===== src/rtl/memwb_skid_stage.sv =====
// MEM/WB pipeline stage with a valid/ready handshake and a two-entry skid buffer.
// valid_o/ready_o decode the state register only, so there is no combinational ready path.
module memwb_skid_stage #(
    parameter int unsigned WB_W   = 2,
    parameter int unsigned DATA_W = 32,
    parameter int unsigned REG_W  = 5
) (
    input  logic              clk_i,
    input  logic              rst_i,
    input  logic              flush_i,
    input  logic              valid_i,
    output logic              ready_o,
    input  logic [WB_W-1:0]   WB_i,
    input  logic [DATA_W-1:0] rdata_i,
    input  logic [DATA_W-1:0] ALU_output_i,
    input  logic [REG_W-1:0]  reg_dst_i,
    output logic              valid_o,
    input  logic              ready_i,
    output logic [WB_W-1:0]   WB_o,
    output logic [DATA_W-1:0] rdata_o,
    output logic [DATA_W-1:0] ALU_output_o,
    output logic [REG_W-1:0]  reg_dst_o,
    output logic [1:0]        count_o
);

    localparam logic [1:0] StEmpty = 2'd0;
    localparam logic [1:0] StOne   = 2'd1;
    localparam logic [1:0] StFull  = 2'd2;

    logic [1:0]        state_q, state_d;
    logic [WB_W-1:0]   wb_q, wb_d, skid_wb_q, skid_wb_d;
    logic [DATA_W-1:0] rdata_q, rdata_d, skid_rdata_q, skid_rdata_d;
    logic [DATA_W-1:0] alu_q, alu_d, skid_alu_q, skid_alu_d;
    logic [REG_W-1:0]  reg_q, reg_d, skid_reg_q, skid_reg_d;
    logic              in_xfer, out_xfer;

    assign valid_o  = (state_q != StEmpty);
    assign ready_o  = (state_q != StFull);
    assign in_xfer  = valid_i & ready_o;
    assign out_xfer = valid_o & ready_i;

    always_comb begin
        state_d      = state_q;
        wb_d         = wb_q;
        rdata_d      = rdata_q;
        alu_d        = alu_q;
        reg_d        = reg_q;
        skid_wb_d    = skid_wb_q;
        skid_rdata_d = skid_rdata_q;
        skid_alu_d   = skid_alu_q;
        skid_reg_d   = skid_reg_q;
        if (flush_i) begin
            // Data may stay stale; the gated WB_o keeps the bubble harmless.
            state_d = StEmpty;
        end else begin
            case (state_q)
                StEmpty: begin
                    if (in_xfer) begin
                        state_d = StOne;
                        wb_d    = WB_i;
                        rdata_d = rdata_i;
                        alu_d   = ALU_output_i;
                        reg_d   = reg_dst_i;
                    end
                end
                StOne: begin
                    if (in_xfer && out_xfer) begin
                        wb_d    = WB_i;
                        rdata_d = rdata_i;
                        alu_d   = ALU_output_i;
                        reg_d   = reg_dst_i;
                    end else if (in_xfer) begin
                        state_d      = StFull;
                        skid_wb_d    = WB_i;
                        skid_rdata_d = rdata_i;
                        skid_alu_d   = ALU_output_i;
                        skid_reg_d   = reg_dst_i;
                    end else if (out_xfer) begin
                        state_d = StEmpty;
                    end
                end
                StFull: begin
                    if (out_xfer) begin
                        state_d = StOne;
                        wb_d    = skid_wb_q;
                        rdata_d = skid_rdata_q;
                        alu_d   = skid_alu_q;
                        reg_d   = skid_reg_q;
                    end
                end
                default: state_d = StEmpty;
            endcase
        end
    end

    always_ff @(posedge clk_i) begin
        if (!rst_i) begin
            state_q      <= StEmpty;
            wb_q         <= '0;
            rdata_q      <= '0;
            alu_q        <= '0;
            reg_q        <= '0;
            skid_wb_q    <= '0;
            skid_rdata_q <= '0;
            skid_alu_q   <= '0;
            skid_reg_q   <= '0;
        end else begin
            state_q      <= state_d;
            wb_q         <= wb_d;
            rdata_q      <= rdata_d;
            alu_q        <= alu_d;
            reg_q        <= reg_d;
            skid_wb_q    <= skid_wb_d;
            skid_rdata_q <= skid_rdata_d;
            skid_alu_q   <= skid_alu_d;
            skid_reg_q   <= skid_reg_d;
        end
    end

    assign WB_o         = wb_q & {WB_W{valid_o}};
    assign rdata_o      = rdata_q;
    assign ALU_output_o = alu_q;
    assign reg_dst_o    = reg_q;
    assign count_o      = state_q;

endmodule


===== config.mk =====
export PLATFORM = sky130hd
export DESIGN_NAME = memwb_skid_stage
export DESIGN_NICKNAME = d
export VERILOG_FILES = /design/src/rtl/memwb_skid_stage.sv
export SDC_FILE = /design/constraint.sdc
export NUM_CORES = 1
export LEC_CHECK = 0
export CAP_MARGIN = 20
export CORE_ASPECT_RATIO = 1.75
export CORE_MARGIN = 2
export CORE_UTILIZATION = 46
export CTS_BUF_LIST = sky130_fd_sc_hd__clkbuf_8
export DETAILED_ROUTE_END_ITERATION = 6
export HOLD_SLACK_MARGIN = 0.1
export PLACE_DENSITY = 0.78
export SLEW_MARGIN = 0
export SYNTH_ARGS = -nofsm -noshare
export SYNTH_HDL_FRONTEND = slang
export SYNTH_SLANG_ARGS = --single-unit
export TNS_END_PERCENT = 10

===== constraint.sdc =====
create_clock -name clk_i -period 1.4 [get_ports clk_i]
set_input_delay 0.28 -clock clk_i [delete_from_list [all_inputs] [get_ports clk_i]]
set_output_delay 0.28 -clock clk_i [all_outputs]
set_load 0.005 [all_outputs]

# --- Word-level counts from Yosys, hierarchy flattened ---
# Index checks and enable logic that the tools add are counted.
word_totals:
  register_bits: 144
  input_bits: 76
  wordCells: 53
classes:
  eq_ne: 8
  mux: 22
  bitwise_logic: 6
  reduce_logical: 8
op_table:
  columns: ["operator", "n"]
  rows:
  - ["$mux 32", 6]
  - ["$pmux 32 s3", 2]
  - ["$mux 2", 8]
  - ["$mux 5", 3]
  - ["$pmux 5 s3", 1]
  - ["$pmux 2 s3", 2]
  - ["$ne 2x2->1 const B", 5]
  - ["$reduce_and 4->1", 2]
  - ["$reduce_and 5->1", 1]
  - ["$ne 3x3->1 const B", 1]
  - ["$not 1->1", 3]
  - ["$reduce_bool 3->1", 1]
  - ["$and 1x1->1", 2]
  - ["$and 2x2->2", 1]
  - ["$eq 2x1->1 const B", 1]
  - ["$eq 2x2->1 const B", 1]
  - ["$logic_not 2->1", 1]
  - ["$reduce_bool 2->1", 1]
  - ["$reduce_or 2->1", 1]
  - ["$logic_and 1x1->1", 1]

# --- Logic depth before layout (Yosys ltp) ---
# Gate-level depths: netlist of the first run.
depth:
  word_depth: 6
  ltp_mapped: 6
  ltp_nobuf: 4

# --- Worst setup path after synthesis of the first run ---
# OpenSTA, ideal clock, no wires.
synth_timing:
  path_kind: "flip-flop to flip-flop"
  from: "register state_q[1], in the netlist count_o[1]"
  to: "register rdata_q[5], in the netlist rdata_o[5]"
  setup_ns: 0.116
  t_arrival_ns: 1.379
  required_time_ns: 1.284
  path_slack_ns: -0.094
  stages_incl_launch_ff: 7
  n_path_buf: 2
  cell_sequence: "dfxtp_1 > and2b_4 > a21oi_4 > or2_1 > buf_6 > buf_6 > a31o_1"
synth_between:
  elab_chain_cells: 5
synth_rtl:
  columns: ["item", "line_no", "source"]
  rows:
  - ["from (decl)", "30", "logic [1:0] state_q, state_d;"]
  - ["from (signal assigned)", "98", "state_q <= StEmpty;"]
  - ["from (signal assigned)", "108", "state_q <= state_d;"]
  - ["$ne 2x2->1 / $reduce_bool 2->1 (equally long branches)", "38, 37", null]
  - ["$and 1x1->1, on equally long branches", "39, 40", null]
  - ["$logic_and 1x1->1", "67", "if (in_xfer && out_xfer) begin"]
  - ["$ne 2x2->1 (no line)", null, null]
  - ["$reduce_and 5->1 (no line)", null, null]
  - ["to (signal assigned)", "110", "rdata_q <= rdata_d;"]
  - ["to (decl)", "32", "logic [DATA_W-1:0] rdata_q, rdata_d, skid_rdata_q, skid_rdata_d;"]
# Several ways; a longest one is shown, not always the timed one.
# A chain may end at the register's enable or synchronous reset.

# --- Worst setup path after layout of the first run ---
layout_timing:
  from: "register state_q[0], in the netlist count_o[0]"
  to: "output port WB_o[0]"
layout_between:
  elab_chain_cells: 2
layout_rtl:
  columns: ["item", "line_no", "source"]
  rows:
  - ["$reduce_bool 2->1", "37", "assign valid_o = (state_q != StEmpty);"]
  - ["$and 2x2->2", "120", "assign WB_o = wb_q & {WB_W{valid_o}};"]
  - ["to (decl)", "19", "output logic [WB_W-1:0] WB_o,"]
# Every way passes these cells.

==> results of run 1 <==
==> worst max path at each step <==
stage	to	slack, ns	cells after the start
finish	WB_o[0]	-0.22	3
global route	rdata_o[14]	-0.25	7
CTS	WB_o[0]	-0.24	3
detailed placement	ALU_output_o[13]	-0.67	7
global placement	skid_rdata_q[30]	-0.62	6
floorplan	rdata_o[5]	-0.07	6
==> cells in the mapped netlist <==
| cell | count | area (µm²) |
|---|---|---|
| dfxtp_1 | 144 | 2880 |
| nand2_1 | 144 | 541 |
| a21oi_1 | 72 | 360 |
| a31o_1 | 71 | 622 |
| mux2i_1 | 71 | 711 |
| nor4_1 | 71 | 444 |
| clkbuf_1 | 36 | 135 |
| buf_2 | 17 | 85.1 |
| buf_4 | 8 | 60.1 |
| buf_6 | 8 | 90.1 |
| nand2b_1 | 3 | 18.8 |
| and2_1 | 2 | 12.5 |
| a2111oi_0 | 1 | 8.76 |
| a21oi_4 | 1 | 16.3 |
| and2b_4 | 1 | 10.0 |
| and3b_1 | 1 | 8.76 |
| inv_2 | 1 | 3.75 |
| nor3_1 | 1 | 5.00 |
| nor3_2 | 1 | 10.0 |
| o21a_1 | 1 | 7.51 |
| o22a_1 | 1 | 8.76 |
| or2_1 | 1 | 6.26 |
| or2_2 | 1 | 6.26 |
| or3_1 | 1 | 6.26 |
==> cells by family after synthesis <==
logic type / after synthesis / synth area share, %
AO/OA/AOI/OAI: 147 / 16.9
buffers and inverters: 70 / 6.17
flip-flops: 144 / 47.6
multiplexers: 71 / 11.7
AND/OR/NAND/NOR: 227 / 17.6
==> metrics by stage <==
step	std cells	worst slack [ns]	hold WS, ns
detailed placement	944	-0.668	0.443
global route	981	-0.254	0.243
global placement	944	-0.617	0.438
CTS	978	-0.243	0.215
floorplan	659	-0.0699	0.364
finish	981	-0.218	0.233
==> worst max-delay path, cell delays in order, from the launching register on <==
cell and delay (ns):
dfxtp_4 0.37, or2_4 0.27, and2_4 0.14, buf_6 0.11
==> layer usage <==
| metal | track usage, % | wire [µm] |
|---|---|---|
| met3 | 4.59 | 855 |
| met1 | 24.4 | 6350 |
| met2 | 46.1 | 9410 |
| met5 | 0 | 0 |
| met4 | 13.2 | 799 |
==> timing repair <==
item	CTS	global route
pin swaps	0	3
hold buffers	0	0
setup endpoints to repair	217	148
resized for setup	133	15
buffers inserted	3	1
cloned	0	2
==> sequential cells by signal, indices dropped and copies added (netlist names) <==
signal / flops
count_o: 2
reg_dst_o: 5
skid_rdata_q: 32
skid_alu_q: 32
skid_reg_q: 5
wb_q: 2
ALU_output_o: 32
skid_wb_q: 2
rdata_o: 32
==> power groups by stage <==
stage          clock network, µW  logic [µW]  registers [µW]
2_1_floorplan                  0         446            4380
3_3_place_gp                   0        1080            4380
3_5_place_dp                   0        1100            4380
4_1_cts                     3500        1050            4290
5_1_grt                     3690        1160            4310
6_report                    3460        1090            4290
==> final cells by class <==
| cell class | count | area share [%] |
|---|---|---|
| multi-input cells | 445 | 34.4 |
| inverters | 1 | 0.0748 |
| well taps | 171 | 2.56 |
| repair buffers | 189 | 23.1 |
| flip-flops and latches | 144 | 34.9 |
| clock buffers | 18 | 2.96 |
| clock inverters | 13 | 2.03 |
==> results.md, run 1 <==
- Status: complete, but fails checks
- Violations in the final reports: negative setup slack
- Actual transition at the worst max-transition pin: 0.828 ns
- Gpl congestion: between 0.8 and 0.9
- Root Buffer: clkbuf_8
- Internal power contribution: about 6800 µW
- Hold path endpoint: skid_rdata_q[20]
- Number of nets in the finished design: 874
- Reg-to-reg setup timing slack: -0.21 ns
- Peak VDD IR: about 0.00074 V
- Longest Clk Path Bufs: 2
- Clock group share of total power: 39.1%
- Number of max-cap violations: 0
- Signed area change from the synthesized netlist to the final layout: 38.1%
- Beginning of the worst hold path: rst_i
- Number of cells on the worst hold path: 3
- Antenna violations before repair: 0
- Final clock period utilization by the worst path: 116%
- Worst setup margin: -0.218 ns
- Global-route wire length before repair: approximately 27 mm
- Sequential share of power: between 40 and 50%
- Die ar.: 14,100 µm²
- Count of cells along the worst register-to-register path: 7
- Peak clock frequency supported by timing: 0.618 GHz
- Number of nets with antenna violations after routing: 0
- Design area: ~8400 µm²
- Finish-stage setup viols: ~150
- Ant. Diodes: 0
- Aggregate routed wire length: around 17 mm
- Largest fanout on the critical path: 6
- CTS H-tree depth: 4
- Width of the chip: 90.8 µm
- Max-slew violation total from the final report: 0
- Drt initial violations: 320
- TritonCTS Buffers: 17
- Count of boundary I/O pins: 151
- Port Buffers: 150
- DP HPWL: approximately 12 mm
- Origin of the worst setup path: count_o[0]
- Detailed-route DRC error count: 0
- CTS tree: done
- Post-Synthesis Mean Instance Area: ~9.2 µm²
- Post-Route Skew: 0.00778 ns
- Leading cell types in the layout, fill and taps excluded: nand2_1 (144), dfxtp_1 (116), clkdlybuf4s50_1 (73)
- Number of unique standard cell types used by synthesis: 24
- Post-layout minimum cycle time: approximately 1.6 ns
- Pin count of the biggest net entering global routing: 74
- Cell area after synthesis: 6060 µm²
- Final hold viol count: 0
- Clock transition at the register clock pins on the worst setup and hold paths after CTS: ~0.080 ns
- Share of post-route cells with drive strength above 1: between 10% and 20%
- Router iterations before antenna repair: 5
- Overall routing resource usage: between 20% and 30%
- Post-Syn Nets: 735
- Setup Total Neg Slack: -25.40 ns
- Number of synthesized register bits: roughly 140
- RSZ-0062 raised after global routing: yes
- Std-Cell Rows: between 50 and 60
- Instance count of the mapped netlist: approximately 660
- Effective utilization at floorplan: between 40% and 50%
- Vias in the first global route: roughly 5,600
- Arrival time at the worst endpoint: between 1 and 1.5 ns
- Setup crit start kind: flip-flop
- Core utilization of the finished layout: about two thirds
- Worst slew margin: about 45%
- Total design power: just under 9000 µW
- Number of sinks driven by the clock tree: around 140
- Endpoint of the lowest-slack register-to-register path: rdata_o[14]
- Reg area: around 2900 µm²
- Standard cell area after detailed placement: roughly 8000 µm²
- Critical R2R Launch: count_o[1]
- Hold Path Class: input port to flip-flop
- Sequential cell area fraction in the yosys report: a little under half
- Skew-Pair Late Insertion Delay: ~0.44 ns
- Static leakage power: approximately 0.0037 µW
- Vias after detailed routing: 5,670
- Placeable Area: around 13,000 µm²
- Fillers: about 1,100
- Crit end category: output port
- Detailed-route vias per instance: around 5.8
- Total global routing overflow: 0
- Height of the die: approximately 160 µm
- Pwr dens: approximately 1100 nW/µm²
- Kind of critical path: flip-flop to output port
- Logic pwr share: between 10 and 15%
- Multi-input gate area: 2880 µm²
- Switch Pwr: roughly 2100 µW
- Routed len/inst: ~18 µm
- Net Sw Frac: a little under a quarter
- Synthesis Warnings: 0
- Most common cell after layout, fill and taps aside: nand2_1
- Required time of the worst setup path: 1.12 ns
No activity file was read; power rests on OpenSTA's default activity.
==> inputs of run 2 (changes only) <==
HOLD_SLACK_MARGIN = 0.05   (was 0.1)
SLEW_MARGIN = not set   (was 0)
==> results of run 2 <==
No change in the layout: final DEF, timing and power equal those of run 1.
